--- src/rtl/jtdd_sdram_arb_pkg.sv ---
// Shared types and default widths for the SDRAM read-port arbiter.
package jtdd_sdram_arb_pkg;

    typedef enum logic [1:0] {
        IDLE = 2'd0,
        REQ  = 2'd1,
        WAIT = 2'd2
    } arb_state_t;

    localparam int unsigned AW_DEF = 22;
    localparam int unsigned DW_DEF = 32;

    // Index width able to address SLOTS entries (at least one bit).
    function automatic int unsigned idx_width(input int unsigned slots);
        return (slots > 1) ? $clog2(slots) : 1;
    endfunction

endpackage

--- src/rtl/jtdd_rr_pick.sv ---
// Combinational round-robin picker: first set pend bit at or after ptr, wrapping.
module jtdd_rr_pick
    import jtdd_sdram_arb_pkg::*;
#(
    parameter int unsigned SLOTS = 4,
    parameter int unsigned PW    = idx_width(SLOTS)
) (
    input  logic [SLOTS-1:0] pend,
    input  logic [PW-1:0]    ptr,
    output logic [PW-1:0]    gnt,
    output logic             any
);

    logic [PW-1:0] idx;

    // Walk the offsets from farthest to nearest so the nearest pending slot wins.
    always_comb begin
        gnt = '0;
        idx = '0;
        for (int i = SLOTS - 1; i >= 0; i--) begin
            idx = PW'((32'(ptr) + 32'(i)) % SLOTS);
            if (pend[idx]) begin
                gnt = idx;
            end
        end
    end

    assign any = |pend;

endmodule

--- src/rtl/jtdd_sdram_arb.sv ---
// SDRAM read-port arbiter: per-slot one-word caches filled through a
// round-robin req/ack/rdy handshake with the SDRAM controller.
module jtdd_sdram_arb
    import jtdd_sdram_arb_pkg::*;
#(
    parameter int unsigned SLOTS = 4,
    parameter int unsigned AW    = AW_DEF,
    parameter int unsigned DW    = DW_DEF
) (
    input  logic                clk,
    input  logic                rstb,
    input  logic                downloading,
    input  logic [SLOTS-1:0]    slot_cs,
    input  logic [SLOTS*AW-1:0] slot_addr,
    output logic [SLOTS-1:0]    slot_ok,
    output logic [SLOTS*DW-1:0] slot_dout,
    output logic                sdram_req,
    output logic [AW-1:0]       sdram_addr,
    input  logic                sdram_ack,
    input  logic                data_rdy,
    input  logic [DW-1:0]       data_read,
    output logic                busy
);

    localparam int unsigned PW = idx_width(SLOTS);

    arb_state_t state_q, state_d;

    logic [AW-1:0]    tag_q  [SLOTS];
    logic [DW-1:0]    data_q [SLOTS];
    logic [SLOTS-1:0] valid_q;
    logic [PW-1:0]    ptr_q;
    logic [PW-1:0]    gnt_q;

    logic [AW-1:0]    addr_a [SLOTS];
    logic [SLOTS-1:0] hit;
    logic [SLOTS-1:0] pend;
    logic [PW-1:0]    pick_gnt;
    logic             pick_any;

    logic             grant_en;
    logic             ack_en;
    logic             fill_en;

    // Cache lookup against registered tags; outputs follow the requester address.
    always_comb begin
        for (int i = 0; i < SLOTS; i++) begin
            addr_a[i]             = slot_addr[i*AW +: AW];
            hit[i]                = valid_q[i] && (tag_q[i] == addr_a[i]);
            slot_ok[i]            = slot_cs[i] && hit[i] && !downloading;
            pend[i]               = slot_cs[i] && !hit[i] && !downloading;
            slot_dout[i*DW +: DW] = data_q[i];
        end
    end

    jtdd_rr_pick #(
        .SLOTS (SLOTS),
        .PW    (PW)
    ) u_pick (
        .pend (pend),
        .ptr  (ptr_q),
        .gnt  (pick_gnt),
        .any  (pick_any)
    );

    always_ff @(posedge clk) begin
        if (!rstb) begin
            state_q <= IDLE;
        end else begin
            state_q <= state_d;
        end
    end

    // Downloading overrides everything and parks the FSM in IDLE.
    always_comb begin
        state_d = state_q;
        if (downloading) begin
            state_d = IDLE;
        end else begin
            case (state_q)
                IDLE: if (pick_any) state_d = REQ;
                REQ:  if (sdram_ack) state_d = data_rdy ? IDLE : WAIT;
                WAIT: if (data_rdy) state_d = IDLE;
                default: state_d = IDLE;
            endcase
        end
    end

    // An ack arriving together with rdy completes the transaction in REQ.
    always_comb begin
        grant_en = 1'b0;
        ack_en   = 1'b0;
        fill_en  = 1'b0;
        if (!downloading) begin
            case (state_q)
                IDLE: grant_en = pick_any;
                REQ: begin
                    ack_en  = sdram_ack;
                    fill_en = sdram_ack && data_rdy;
                end
                WAIT: fill_en = data_rdy;
                default: ;
            endcase
        end
    end

    // Request/handshake registers and the per-slot cache.
    always_ff @(posedge clk) begin
        if (!rstb) begin
            sdram_req  <= 1'b0;
            sdram_addr <= '0;
            busy       <= 1'b0;
            ptr_q      <= '0;
            gnt_q      <= '0;
            valid_q    <= '0;
            for (int i = 0; i < SLOTS; i++) begin
                tag_q[i]  <= '0;
                data_q[i] <= '0;
            end
        end else if (downloading) begin
            sdram_req <= 1'b0;
            busy      <= 1'b0;
            valid_q   <= '0;
        end else begin
            if (grant_en) begin
                gnt_q      <= pick_gnt;
                sdram_addr <= addr_a[pick_gnt];
                sdram_req  <= 1'b1;
                busy       <= 1'b1;
                if (32'(pick_gnt) == SLOTS - 1) begin
                    ptr_q <= '0;
                end else begin
                    ptr_q <= pick_gnt + PW'(1);
                end
            end
            if (ack_en) begin
                sdram_req <= 1'b0;
            end
            if (fill_en) begin
                data_q[gnt_q]  <= data_read;
                tag_q[gnt_q]   <= sdram_addr;
                valid_q[gnt_q] <= 1'b1;
                busy           <= 1'b0;
            end
        end
    end

endmodule

--- config.mk ---
export PLATFORM = sky130hd
export DESIGN_NAME = jtdd_sdram_arb
export DESIGN_NICKNAME = d
export VERILOG_FILES = /design/src/rtl/jtdd_sdram_arb_pkg.sv /design/src/rtl/jtdd_rr_pick.sv /design/src/rtl/jtdd_sdram_arb.sv
export SDC_FILE = /design/constraint.sdc
export NUM_CORES = 1
export LEC_CHECK = 0
export CAP_MARGIN = 10
export CORE_MARGIN = 4
export CORE_UTILIZATION = 44
export CTS_CLUSTER_SIZE = 24
export DETAILED_ROUTE_END_ITERATION = 7
export GPL_ROUTABILITY_DRIVEN = 1
export GPL_TIMING_DRIVEN = 0
export PLACE_DENSITY = 0.83
export SLEW_MARGIN = 10
export SYNTH_ARGS = -nofsm -noshare
export SYNTH_HDL_FRONTEND = slang
export SYNTH_SLANG_ARGS = --single-unit
--- constraint.sdc ---
create_clock -name clk -period 5.4 [get_ports clk]
set_clock_uncertainty 0.05 [all_clocks]
set_input_delay 0.81 -clock clk [delete_from_list [all_inputs] [get_ports clk]]
set_output_delay 0.81 -clock clk [all_outputs]
set_load 0.005 [all_outputs]
Yosys cells after proc, flatten, opt, wreduce, memory -nomap -nowiden. Memory sizes are Yosys's and may differ from the RTL's. Cells that the tools add are included.

Bits in latches: 0. Memories kept: 2. Bits of input ports: 129. Bits in read-only memories: 0. Flip-flop bits (word level): 34. Word-level logic and storage cells: 110. Output and inout port bits: 156. Memory bits (writable): 216.

Memories: data_q (depth 4, bits a word 32, read ports 4, clocked after memory_dff 0, write ports 4, RTL line jtdd_sdram_arb.sv:30) `logic [DW-1:0] data_q [SLOTS];`; tag_q (depth 4, bits a word 22, read ports 4, clocked after memory_dff 0, write ports 4, RTL line jtdd_sdram_arb.sv:29) `logic [AW-1:0] tag_q [SLOTS];`.

Divide/modulo/power cells: 0. Shift-type cells: 0. Reductions and logical operators: 36. Multiplexer cells: 40. $mul: 0. Equal/unequal tests: 10. Add/subtract/negate cells: 4. Bitwise operators: 4. Order comparisons: 7.

Operators by type and width (number): $eq A22 B22 Y1 (4); $mux W22 (3); $bmux W22 S2 (1); $mux W32 (1); $reduce_or A32 Y1 (1); $logic_and A1 B1 Y1 (22); $mux W2 (11); $reduce_or A22 Y1 (1); $mux W1 (17); $lt A2 B3 Y1 const B (5); $bmux W1 S2 (4); $ne A2 B2 Y1 const B (3); $pmux W2 S3 (1); $reduce_or A3 Y1 (2); $logic_not A1 Y1 (5); $add A2 B1 Y2 const B (2); $add A2 B2 Y2 const B (2); $eq A2 B2 Y1 const B (2); $or A4 B4 Y4 (1); $reduce_or A4 Y1 (1); $ge A3 B3 Y1 const B (1); $not A2 Y3 (1); $reduce_and A3 Y1 (1); $demux W1 S2 (1); other kinds (7) (8).

Logic depth before layout (Yosys ltp).
Depth in word-level cells: 15. Mapped depth: 13. Mapped depth without buffers: 11.

Modules after synthesis. A second synthesis with hierarchy kept.

Cell total of the unflattened synthesis: 794. Area, all modules: 11014.3 sq um.

By module, submodules not included: jtdd_sdram_arb (cells an instance 781, instances 1, area an instance 10936.7 sq um, seq. area each 7166.9 sq um); jtdd_rr_pick (cells an instance 13, instances 1, area an instance 77.6 sq um, seq. area each 0.0 sq um).

Worst setup path after synthesis. No wires, ideal clock.

Path kind: input-to-reg. From: input sdram_ack. To: memory data_q[3][0] (netlist name) (enable). Arrival time: 5.181 ns. Library setup time: 0.540 ns. Required time: 4.810 ns. Slack: -0.371 ns. Path buffers: 0. Stages on the path: 4. Cell sequence: and2_1 > nor2_1 > or3_1 > o21ai_0.

RTL lines: start, declared (RTL line jtdd_sdram_arb.sv:19) `input logic sdram_ack,`; end, declared (RTL line jtdd_sdram_arb.sv:30).

Worst setup path in the final report.
From: input slot_addr[30]. To: output slot_ok[1].

Word-level cells in the longest chain between the ends: 4.

Ends and longest elaborated chain: start, declared (RTL line jtdd_sdram_arb.sv:14) `input logic [SLOTS*AW-1:0] slot_addr,`; $eq A22 B22 Y1 (RTL line jtdd_sdram_arb.sv:49) `hit[i] = valid_q[i] && (tag_q[i] == addr_a[i]);`; $logic_and A1 B1 Y1 (RTL line jtdd_sdram_arb.sv:49); $logic_and A1 B1 Y1 (2 in series) (RTL line jtdd_sdram_arb.sv:50) `slot_ok[i] = slot_cs[i] && hit[i] && !downloading;`; end, declared (RTL line jtdd_sdram_arb.sv:15) `output logic [SLOTS-1:0] slot_ok,`.

No other way between the ends.

==> flow_metrics.py <==
metrics = {
    "timing": {
        "tightest_slew_ns": 0.986,
        "fin_crit_ns": 4.09,
        "setup_violations": 0,
        "hold_viol_final": 0,
        "slew_headroom_pct": 34.3,
        "holdWs_ns": 0.414,
        "drv_slew": 0,
        "fmax_mhz": 245,
        "rsz0062_at_grt": "no",
        "fin_crit_sh_pct": 75.7,
    },
    "clock_tree": {
        "cts_tree": "yes",
        "cts_post_setup_buffers_inserted": 0,
        "clockRootBuffer": "clkbuf_16",
        "cts_resized": 0,
        "htree_levels": 1,
        "hold_buffers": 0,
        "insertion_delay_ns": 0.53,
        "cts_made_buffers": 26,
        "clk_pin_slew_ns": 0.06,
        "cts.sinks": 250,
        "cts.path.max_buffers": 3,
    },
    "synth": {
        "synth_area_leaders": "edfxtp_1 (60%), dfxtp_1 (6.3%), nor2_1 (6.1%)",
        "syn_avg_cell_area_um2": 12.6,
        "synth_ff_type": "edfxtp_1",
        "synthArstFlopShare_pct": 0,
        "synth_edf_count": 216,
        "synth_seq_cells": 250,
        "yosysSeqAreaShare_pct": 66.4,
        "syn_nets": 992,
        "synth_top_cell_by_area": "edfxtp_1",
        "synth_cell_types": 47,
        "syn_inst": 859,
        "synth_warnings": 0,
        "syn-cell-area_um2": 10800,
        "synth_most_common_cell": "edfxtp_1",
        "yosys-top-cells-count": "edfxtp_1 (216), nor2_1 (174), inv_1 (69), nand2_1 (69), xnor2_1 (52)",
        "synth.top_cell.area_share_pct": 60.1,
    },
    "flow_run": {
        "cap_violations": 0,
    },
    "die": {
        "chipWidth_um": 165,
        "rows": 57,
        "num_io_pins": 285,
        "coreArea_um2": 24200,
        "die_area_um2": 27100,
        "die_h_um": 165,
        "start_util_pct": 44.5,
    },
    "critical_path": {
        "r2r_cells": 10,
        "critPathMaxFanout": 2,
        "start_kind": "input pin",
        "required_ns": 4.54,
        "worstSetupEndpointType": "primary output",
        "critPathArrivalTime_ns": 3.23,
        "path_class": "in2out",
    },
    "global_route": {
        "grt_pass1_vias": 8374,
        "antenna_found_initial": 3,
        "grt_overflow_total": 0,
        "grt_pass1_wl_um": 51000,
        "grt_max_degree": 55,
        "track_usage_pct": 25.2,
    },
    "power": {
        "vdd_ir_drop_max_mv": 0.278,
        "powerDensity_nw_per_um2": 300,
        "cellLeakagePower_nw": 5.71,
    },
    "cells_and_area": {
        "drive_above_1_share_pct": 6.71,
        "fin_area_um2": 14900,
        "syn_to_final_growth_pct": 38.6,
        "instances_no_fill": 1517,
        "nNetsFinal": 1308,
        "antenna_cells": 0,
    },
    "run_status": {
        "status": "completed",
    },
    "drt": {
        "vias": 8027,
        "wl_per_cell_um": 22.9,
        "viasPerCell": 5.29,
        "firstDrtPassIters": 5,
        "drc": 0,
        "wirelength_um": 34700,
        "ant_nets": 0,
        "drt-initial-drc-count": 758,
    },
    "place": {
        "hpwl_um": 25200,
        "dp.cells": 1471,
        "port_buffers": 284,
        "dpl_cell_area_um2": 14200,
        "gp_congestion": 0.944,
    },
    "worst_hold_path": {
        "hold_class": "reg2reg",
        "whs_path_depth": 2,
    },
}
[where the power goes]
group          switching (mW)  internal, mW
logic                   0.281         0.314
clock network           0.709         0.954
registers              0.0509          2.18
total                    1.04          3.45
[kinds of logic after synthesis]
| family | Yosys count | share of synthesized area, % |
|---|---|---|
| and+or+nand+nor | 311 | 12.3 |
| buffers and inverters | 109 | 4.51 |
| adders and majority gates | 4 | 0.464 |
| AOI/OAI and AO/OA | 52 | 4.94 |
| muxes | 46 | 4.27 |
| DFF | 250 | 66.4 |
| xor gates and xnor gates | 87 | 7.06 |
[flip-flops by register name (all words and copies together), names as in the netlist]
| name | count |
|---|---|
| busy | 1 |
| data_q | 128 |
| gnt_q | 2 |
| ptr_q | 2 |
| sdram_addr | 22 |
| sdram_req | 1 |
| state_q | 2 |
| tag_q | 88 |
| valid_q | 4 |
[metrics by stage]
step | worst slack [ns] | power (mW) | utilization [%] | setup TNS, ns
after floorplan | 1.09 | 2.51 | - | 0
after global placement | -1.68 | 2.85 | 57.9 | -144.41
after detailed placement | 0.942 | 2.86 | 58.4 | 0
after CTS | 1.29 | 4.51 | 61.7 | 0
after global routing | 1.19 | 4.64 | 61.7 | 0
final | 1.31 | 4.49 | 61.7 | 0
[area by class of cell]
| type | instances | area [um2] |
|---|---|---|
| Buffer | 39 | 224 |
| Tap cell | 324 | 405 |
| Multi-Input combinational cell | 500 | 3170 |
| Fill cell | 1866 | 9300 |
| Clock buffer | 39 | 751 |
| Clock inverter | 7 | 37.5 |
| Inverter | 70 | 263 |
| Timing Repair Buffer | 288 | 2930 |
| Sequential cell | 250 | 7170 |
[cells in the final DEF, fill, tap and decap left out, drive strengths merged, types with 23 or more instances in the layout]
cell           instances
clkbuf                68
clkdlybuf4s50        284
dfxtp                 34
edfxtp               216
inv                   70
mux2i                 46
nand2                 69
nand3                 24
nor2                 174
o221ai                23
xnor2                 52
xor2                  35
[per-layer routing]
| metal | share of wire, % | track usage (%) | vias up |
|---|---|---|---|
| met5 | 0.11 | 0 | - |
| li1 | - | - | 3612 |
| met1 | 36 | 30.5 | 3873 |
| met4 | 3.5 | 8.54 | 6 |
| met2 | 48 | 42.5 | 452 |
| met3 | 12 | 8.46 | 84 |
[path summary, 6_finish.rpt]
path,from,endpoint,slack (ns)
max,slot_addr[30],slot_ok[1],1.31
min,busy,busy,0.41
max reg2reg,state_q[1],tag_q[1][1],1.54
min reg2reg,busy,busy,0.41
[critical path: stages]
cell and delay (ns):
clkdlybuf4s50_1 0.46, xor2_1 0.17, nor4_1 0.48, nand4_1 0.28, nor4_1 0.35, and2_1 0.18
clkdlybuf4s50_1 0.49
Power figures use the tool's default switching activity.
